$ cat src/rtl/program_loader_pkg.sv
// Shared CPU definitions: loader state encoding and the core's opcode constants.
package program_loader_pkg;

    typedef enum logic [3:0] {
        S_IDLE    = 4'd0,
        S_CNT_HI  = 4'd1,
        S_CNT_LO  = 4'd2,
        S_DATA_HI = 4'd3,
        S_DATA_LO = 4'd4,
        S_WRITE   = 4'd5,
        S_CHECK   = 4'd6,
        S_DONE    = 4'd7,
        S_ERROR   = 4'd8
    } ld_state_e;

    localparam logic [3:0]  OPC_NOP   = 4'h0;
    localparam logic [3:0]  OPC_LOAD  = 4'h1;
    localparam logic [3:0]  OPC_STORE = 4'h2;
    localparam logic [3:0]  OPC_ADD   = 4'h3;
    localparam logic [3:0]  OPC_JUMP  = 4'h4;
    localparam logic [3:0]  OPC_HALT  = 4'hF;
    localparam logic [15:0] NOP_INSTR = {OPC_NOP, 12'h000};

endpackage

$ cat src/rtl/program_loader.sv
// Byte-stream program loader: count, N (hi,lo) words, 8-bit sum checksum; one memory write per word.
// Latency: write one cycle after a word's lo byte; byte_ready drops in WRITE/IDLE/DONE/ERROR to stall the source.
module program_loader
    import program_loader_pkg::*;
#(
    parameter logic [15:0] BASE_ADDR = 16'h0000
) (
    input  logic        clk,
    input  logic        reset,
    input  logic        start,
    input  logic        byte_valid,
    input  logic [7:0]  byte_data,
    output logic        byte_ready,
    output logic        en_memory_write,
    output logic [15:0] memory_addr,
    output logic [15:0] data_to_memory,
    output logic        loading,
    output logic        run,
    output logic        error,
    output logic [15:0] words_loaded
);

    ld_state_e   state_q, state_d;
    logic [15:0] count_q, count_d;
    logic [7:0]  hi_q, hi_d;
    logic [15:0] data_q, data_d;
    logic [15:0] addr_q, addr_d;
    logic [15:0] words_q, words_d;
    logic [7:0]  csum_q, csum_d;
    logic        run_q, run_d;
    logic        xfer;
    logic [15:0] words_inc;

    assign xfer      = byte_valid && byte_ready;
    assign words_inc = words_q + 16'd1;

    always_ff @(posedge clk or negedge reset) begin
        if (!reset) begin
            state_q <= S_IDLE;
            count_q <= '0;
            hi_q    <= '0;
            data_q  <= '0;
            addr_q  <= '0;
            words_q <= '0;
            csum_q  <= '0;
            run_q   <= 1'b0;
        end else begin
            state_q <= state_d;
            count_q <= count_d;
            hi_q    <= hi_d;
            data_q  <= data_d;
            addr_q  <= addr_d;
            words_q <= words_d;
            csum_q  <= csum_d;
            run_q   <= run_d;
        end
    end

    always_comb begin
        state_d = state_q;
        count_d = count_q;
        hi_d    = hi_q;
        data_d  = data_q;
        addr_d  = addr_q;
        words_d = words_q;
        csum_d  = csum_q;
        run_d   = 1'b0;
        case (state_q)
            S_IDLE, S_DONE, S_ERROR: begin
                if (start) begin
                    state_d = S_CNT_HI;
                    words_d = '0;
                    csum_d  = '0;
                end
            end
            S_CNT_HI: begin
                if (xfer) begin
                    count_d[15:8] = byte_data;
                    csum_d        = csum_q + byte_data;
                    state_d       = S_CNT_LO;
                end
            end
            S_CNT_LO: begin
                if (xfer) begin
                    count_d[7:0] = byte_data;
                    csum_d       = csum_q + byte_data;
                    state_d      = ({count_q[15:8], byte_data} == 16'd0) ? S_CHECK : S_DATA_HI;
                end
            end
            S_DATA_HI: begin
                if (xfer) begin
                    hi_d    = byte_data;
                    csum_d  = csum_q + byte_data;
                    state_d = S_DATA_LO;
                end
            end
            S_DATA_LO: begin
                // Address and data are captured here so the write strobe sees only flops.
                if (xfer) begin
                    data_d  = {hi_q, byte_data};
                    addr_d  = BASE_ADDR + words_q;
                    csum_d  = csum_q + byte_data;
                    state_d = S_WRITE;
                end
            end
            S_WRITE: begin
                words_d = words_inc;
                state_d = (words_inc < count_q) ? S_DATA_HI : S_CHECK;
            end
            S_CHECK: begin
                if (xfer) begin
                    if (byte_data == csum_q) begin
                        state_d = S_DONE;
                        run_d   = 1'b1;
                    end else begin
                        state_d = S_ERROR;
                    end
                end
            end
            default: state_d = S_IDLE;
        endcase
    end

    assign byte_ready      = (state_q == S_CNT_HI) || (state_q == S_CNT_LO) ||
                             (state_q == S_DATA_HI) || (state_q == S_DATA_LO) ||
                             (state_q == S_CHECK);
    assign loading         = byte_ready || (state_q == S_WRITE);
    assign en_memory_write = (state_q == S_WRITE);
    assign error           = (state_q == S_ERROR);
    assign run             = run_q;
    assign memory_addr     = addr_q;
    assign data_to_memory  = data_q;
    assign words_loaded    = words_q;

endmodule

$ cat config.mk
export PLATFORM = sky130hd
export DESIGN_NAME = program_loader
export DESIGN_NICKNAME = d
export VERILOG_FILES = /design/src/rtl/program_loader_pkg.sv /design/src/rtl/program_loader.sv
export SDC_FILE = /design/constraint.sdc
export NUM_CORES = 1
export LEC_CHECK = 0
export ABC_CLOCK_PERIOD_IN_PS = 2760
export CAP_MARGIN = 10
export CORE_ASPECT_RATIO = 0.5
export CORE_UTILIZATION = 45
export DETAILED_ROUTE_END_ITERATION = 8
export HOLD_SLACK_MARGIN = 0.1
export PLACE_DENSITY = 0.78
export REMOVE_ABC_BUFFERS = 1
export SETUP_SLACK_MARGIN = 0.2
export SYNTH_ARGS = -nofsm -noshare
export SYNTH_HDL_FRONTEND = slang
export SYNTH_SLANG_ARGS = --single-unit
$ cat constraint.sdc
create_clock -name clk -period 2.76 [get_ports clk]
set_clock_uncertainty 0.05 [all_clocks]
set_input_delay 0.828 -clock clk [delete_from_list [all_inputs] [get_ports clk]]
set_output_delay 0.828 -clock clk [all_outputs]
set_load 0.05 [all_outputs]
==> results of run 1 <==
-- through the flow --
step	setup WS, ns	area [µm²]	power [mW]	TNS (ns)
2_1_floorplan	-0.540	4470	4.09	-1.11
3_3_place_gp	-0.136	5780	5.11	-0.290
3_5_place_dp	-0.243	5780	5.21	-0.926
4_1_cts	0.0948	6250	6.72	0
5_1_grt	-0.0716	6450	7.19	-0.121
6_report	0.0340	6450	6.81	0
-- layout by cell type, fill, tap and decap left out, types with 4 or more instances in the layout --
master | Yosys | final
xnor2_1 | 12 | 10
and3_1 | 10 | 6
dlygate4sd2_1 | 0 | 6
nand4_1 | 4 | 4
o31ai_1 | 5 | 5
inv_1 | 22 | 22
mux2_2 | 11 | 11
nand3_1 | 11 | 7
clkbuf_16 | 0 | 9
dfrtp_1 | 85 | 83
a21o_1 | 6 | 6
ha_1 | 23 | 20
dlymetal6s2s_1 | 0 | 14
nand3_2 | 4 | 6
clkdlybuf4s50_1 | 0 | 39
nand2_1 | 24 | 24
o21ai_1 | 18 | 18
and3_4 | 0 | 4
xor2_1 | 8 | 7
buf_4 | 6 | 66
nor2_1 | 19 | 17
a22o_1 | 12 | 12
buf_12 | 0 | 6
buf_6 | 1 | 5
o21ai_0 | 10 | 9
mux2_1 | 43 | 43
a21oi_1 | 14 | 10
a21oi_2 | 0 | 4
-- layout make-up --
class / instances / area [µm²]
repair buffers: 136 / 1290
fillers: 678 / 3220
flip-flops and latches: 85 / 2130
multi-input cells: 281 / 2420
clock inverters: 7 / 121
inverters: 25 / 98.8
clock buffers: 9 / 225
well taps: 135 / 169
-- routing by layer --
layer  GRT usage (%)  part of all wire (%)  up-vias
met5               0                     0        -
met4            8.65                   2.4        0
met3            4.76                   4.0       23
met2            37.7                    49       94
met1            29.9                    44     1811
li1                -                     -     1727
-- worst paths after layout --
kind	endpoint	cells after the start	slack, ns
min in group clk	data_to_memory[9]	1	0.42
worst min-delay path	data_to_memory[8]	1	0.36
worst max register to register	state_q[0]	12	0.03
max in group asynchronous	state_q[3]	2	1.68
worst max-delay path	state_q[0]	12	0.03
worst min register to register	data_to_memory[9]	1	0.42
-- power by group through the flow --
stage / sequential, mW / clock [mW] / combinational [mW]
after global routing: 2.09 / 1.48 / 3.62
after detailed placement: 2.04 / 0 / 3.17
final: 2.03 / 1.41 / 3.37
after CTS: 2.01 / 1.43 / 3.27
after floorplan: 2.75 / 0 / 1.33
after global placement: 2.03 / 0 / 3.09
-- registers in the layout, summed over array words and instances (netlist names) --
name,flops
csum_q,8
words_loaded,16
run,1
hi_q,8
memory_addr,16
state_q,4
count_q,16
data_to_memory,16
-- what timing repair did --
| action | in CTS | in global routing |
|---|---|---|
| setup buffers | 7 | 6 |
| resized for setup | 23 | 36 |
| endpoints found under the setup margin | 11 | 15 |
| pin swaps | 15 | 22 |
-- cells by family after synthesis --
logic type / share of synthesized area (%)
AND/OR/NAND/NOR: 11.9
XOR/XNOR: 4.18
AO/OA/AOI/OAI: 12.8
adder cells (fa/ha/maj): 6.72
buffers and inverters: 4.56
multiplexers: 13.5
flip-flops: 46.4
-- critical path, cell delays in order, from the launching register on --
cell	delay (ns)
dfrtp_1	0.43
ha_4	0.18
nand3_4	0.08
nor3_4	0.31
buf_6	0.16
nand3_4	0.08
xnor2_2	0.14
ha_1	0.35
a21oi_2	0.19
o21ai_2	0.10
a2111oi_4	0.32
buf_4	0.18
a22o_1	0.12
==> run summary, run 1 <==
Outcome -> finished clean
Initial antenna violation count -> 0
Die H -> 73.4 µm
Critical path class -> flip-flop to flip-flop
Setup crit end kind -> flip-flop
WL final -> 11.5 mm
Largest net degree at the start of global routing -> 35
Hold Crit Class -> input port to async pin
Setup crit start -> words_loaded[0]
Switching Power -> 2.80 mW
Cell count after synthesis -> 410
Final setup viols -> 0
Post-synthesis area per instance -> 11.2 µm²
Ys Warns -> 0
Yosys reg bits -> 85
Layout cells sized above 1 -> 28.2%
Final nets -> 574
WHS -> 0.362 ns
Placed instance count -> 649
Congestion Overflow GR -> 0
Gate power share -> 49.5%
Most numerous cell in the Yosys netlist -> dfrtp_1
# Max-Cap Violations -> 0
Num CTS Buffers -> 9
Main synth FF type -> dfrtp_1
Die footprint -> 10600 µm²
Clock Power Share -> 20.8%
Crit path time final -> 2.73 ns
Area growth, synth to finish -> 40.8%
Dominant cell type by area after synthesis -> dfrtp_1
Final Hold Fails -> 0
DRC Markers -> 0
Mapped cell area -> 4580 µm²
Worst R2R Start -> words_loaded[0]
Fin. max-slew vios -> 0
Async SR Flop Fraction -> 100%
Area share of the largest cell type after synthesis -> 46.4%
DR vias/cell -> 5.39
GP Congestion -> 0.877
Slew @ Worst Pin -> 0.696 ns
Initial Utilization -> 47.4%
GRT Total Usage -> 22.9%
Peak VDD IR -> 518 µV
Total number of vias -> 3655
Max_slew headroom -> 53.6%
Synth cell count leaders -> dfrtp_1 (85), mux2_1 (43), nand2_1 (24), ha_1 (23), inv_1 (22)
Core area -> 9670 µm²
DIE WIDTH -> 145 µm
Worst Path Arrival -> 2.96 ns
Worst-path clk slew -> 0.06 ns
TritonCTS clock tree -> done
Finished Layout Cells -> 678
Int Pwr -> 4.01 mW
Power share of the sequential group -> 29.8%
Hold buffers post-CTS -> 0
Power per Cell Area -> 1060 nW/µm²
Buffers on Ports -> 64
Post-detail-place hpwl -> 7.62 mm
Number of global-route vias before repair -> 3634
Clock root cell -> clkbuf_16
First-pass DRT Iterations -> 4
Antenna diode count -> 0
Crit path max fanout -> 3
Sequential share of the synthesized area -> 46.4%
RSZ-0062 raised after global routing -> true
I/O pin total -> 65
Sw frac -> 41.1%
Post-DRT Antenna Nets -> 0
Drt wl/cell -> 16.9 µm
Clock sinks -> 85
Leak Pwr -> 3.27 nW
Clk_lat worst skew -> 0.35 ns
WP data required -> 2.99 ns
Nature of the critical path startpoint -> flip-flop
Starting DRT DRC Count -> 220
First-pass GRT wire length -> 18.2 mm
Post-layout util -> 66.7%
Tcrit/Tclk final -> 98.8%
# rows -> 25
CTS max path bufs -> 2
Post-synth EDFFs -> 0
Dominant cells by area after synthesis -> dfrtp_1 (46%), mux2_1 (11%), ha_1 (6.3%)
Synth cell types -> 54
Achievable frequency -> 0.367 GHz
Depth of the CTS H-tree -> 3
(Power assumes the default switching activity.)
==> run 2, diff against run 1 <==
Settings changed: CORE_MARGIN from default to 3.
==> run 2 against run 1 <==
  * Worst hold slack improved by 0.016 ns
  * Critical endpoint unchanged
  * Critical path depth fell by 1
  * First-iteration DRC count is 0.45% lower
  * Setup slack improved by 0.040 ns
  * Via count is 0.82% lower
  * Total power down 1.1%
  * Largest cell class unchanged
==> run summary, run 2 (synthesis results as in run 1) <==
Antenna diode count -> 0
CP cell instances -> and4_4, buf_4, and3_4, nand4_1, xnor2_2, ha_1, and3_4, buf_6, a2111oi_4, buf_4, a22o_1
WP data required -> 2.99 ns
Total number of vias -> 3625
Clk_lat worst skew -> 0.35 ns
# rows -> 25
Worst-path clk slew -> 0.06 ns
Post-detail-place hpwl -> 7.68 mm
RSZ-0062 raised after global routing -> true
Congestion Overflow GR -> 0
TritonCTS clock tree -> done
Crit path max fanout -> 4
Initial Utilization -> 47.4%
DR vias/cell -> 5.35
Fill cells -> 700
Area growth, synth to finish -> 39.7%
Most frequent cells in the layout -> dfrtp_1 (83), buf_4 (70), mux2_1 (43)
Placed cell area -> 5780 µm²
Setup crit end kind -> flip-flop
Number of global-route vias before repair -> 3671
DIE WIDTH -> 149 µm
Commonest non-fill, non-tap cell in the layout -> dfrtp_1
Die footprint -> 11500 µm²
Slew @ Worst Pin -> 0.702 ns
Achievable frequency -> 0.372 GHz
GRT Total Usage -> 20.5%
Critical path class -> flip-flop to flip-flop
DRC Markers -> 0
Clock root cell -> clkbuf_16
Depth of the CTS H-tree -> 3
Layout cells sized above 1 -> 28.0%
Initial antenna violation count -> 0
Drt wl/cell -> 16.9 µm
CP max-delay cell -> dfrtp_1
Slowest stage delay, CP -> 0.43 ns
Peak VDD IR -> 663 µV
Starting DRT DRC Count -> 219
Final Hold Fails -> 0
DP Worst Slack -> -0.0685 ns
Outcome -> finished clean
Final setup viols -> 0
Largest net degree at the start of global routing -> 37
Final instance area -> 6400 µm²
Core area -> 9670 µm²
Tcrit/Tclk final -> 97.3%
Fin. max-slew vios -> 0
First-pass GRT wire length -> 18.7 mm
Worst Path Arrival -> 2.92 ns
WHS -> 0.378 ns
Setup WS post-layout -> 0.0740 ns
Buffers on Ports -> 64
Crit path time final -> 2.69 ns
WL final -> 11.5 mm
Final nets -> 574
Num CTS Buffers -> 9
GP Congestion -> 0.872
Die H -> 77.4 µm
Nature of the critical path startpoint -> flip-flop
CTS max path bufs -> 2
I/O pin total -> 65
Hold Crit Class -> input port to async pin
Clock sinks -> 85
Leak Pwr -> 3.23 nW
Power per Cell Area -> 1050 nW/µm²
First-pass DRT Iterations -> 4
Max_slew headroom -> 53.2%
# Max-Cap Violations -> 0
Post-DRT Antenna Nets -> 0
-- run 2: cell types whose count changed in the layout (fill, tap and decap cells not counted), moves of 2 or more --
cell / delta
buf_4: +4
buf_6: -4
ha_1: -2
ha_2: +2
-- run 2: final timing paths --
| kind | start | to | slack, ns | depth (start not counted) |
|---|---|---|---|---|
| worst max-delay path | words_loaded[1] | state_q[0] | 0.07 | 11 |
| worst min-delay path | reset | data_to_memory[5] | 0.38 | 1 |
| worst max register to register | words_loaded[1] | state_q[0] | 0.07 | 11 |
| worst min register to register | hi_q[0] | data_to_memory[8] | 0.43 | 1 |
| max in group asynchronous | reset | state_q[2] | 1.66 | 2 |
| min in group clk | hi_q[0] | data_to_memory[8] | 0.43 | 1 |
-- run 2: critical path: cells and delay by family, from the launching register on --
| kind | cells | cell delay, ns |
|---|---|---|
| simple gates | 4 | 0.77 |
| compound gates | 2 | 0.44 |
| flops | 1 | 0.43 |
| buf+inv | 3 | 0.41 |
| fa+ha+maj | 1 | 0.26 |
| xor+xnor | 1 | 0.25 |
-- run 2: metal layers --
metal  up-vias  track usage [%]  share of wire [%]
met5         -                0                  0
met4         0             5.99                1.6
met3        17             5.02                3.6
met2        84             33.5                 49
met1      1786             27.3                 46
li1       1738                -                  -
-- run 2: power by group --
part | switching (mW) | leakage (nW) | internal (mW) | total, mW
registers | 0.328 | 1.09 | 1.72 | 2.04
logic | 1.95 | 1.98 | 1.43 | 3.38
clock network | 0.522 | 0.156 | 0.797 | 1.32
total | 2.80 | 3.23 | 3.94 | 6.74
-- run 2: metrics by stage --
stage,instances,total power [mW],TNS (ns),utilization [%]
floorplan,391,4.09,-1.11,-
global placement,650,5.11,0,59.8
detailed placement,650,5.20,-0.221,59.8
CTS,668,6.59,0,64.0
global route,678,7.14,-0.0859,66.2
finish,678,6.74,0,66.2
-- run 2: what timing repair did --
item | 4_1_cts | 5_1_grt
gates resized for setup | 22 | 34
endpoints found under the setup margin | 10 | 16
hold buffers | 0 | 0
buffers inserted | 2 | 10
pin swaps | 12 | 24
-- run 2: layout make-up --
class	instances	area [µm²]	share of cell area (%)
multi-input cells	281	2410	37.6
repair buffers	136	1270	19.9
flip-flops and latches	85	2130	33.3
clock inverters	7	98.8	1.54
inverters	25	96.3	1.51
clock buffers	9	225	3.52
well taps	135	169	2.64
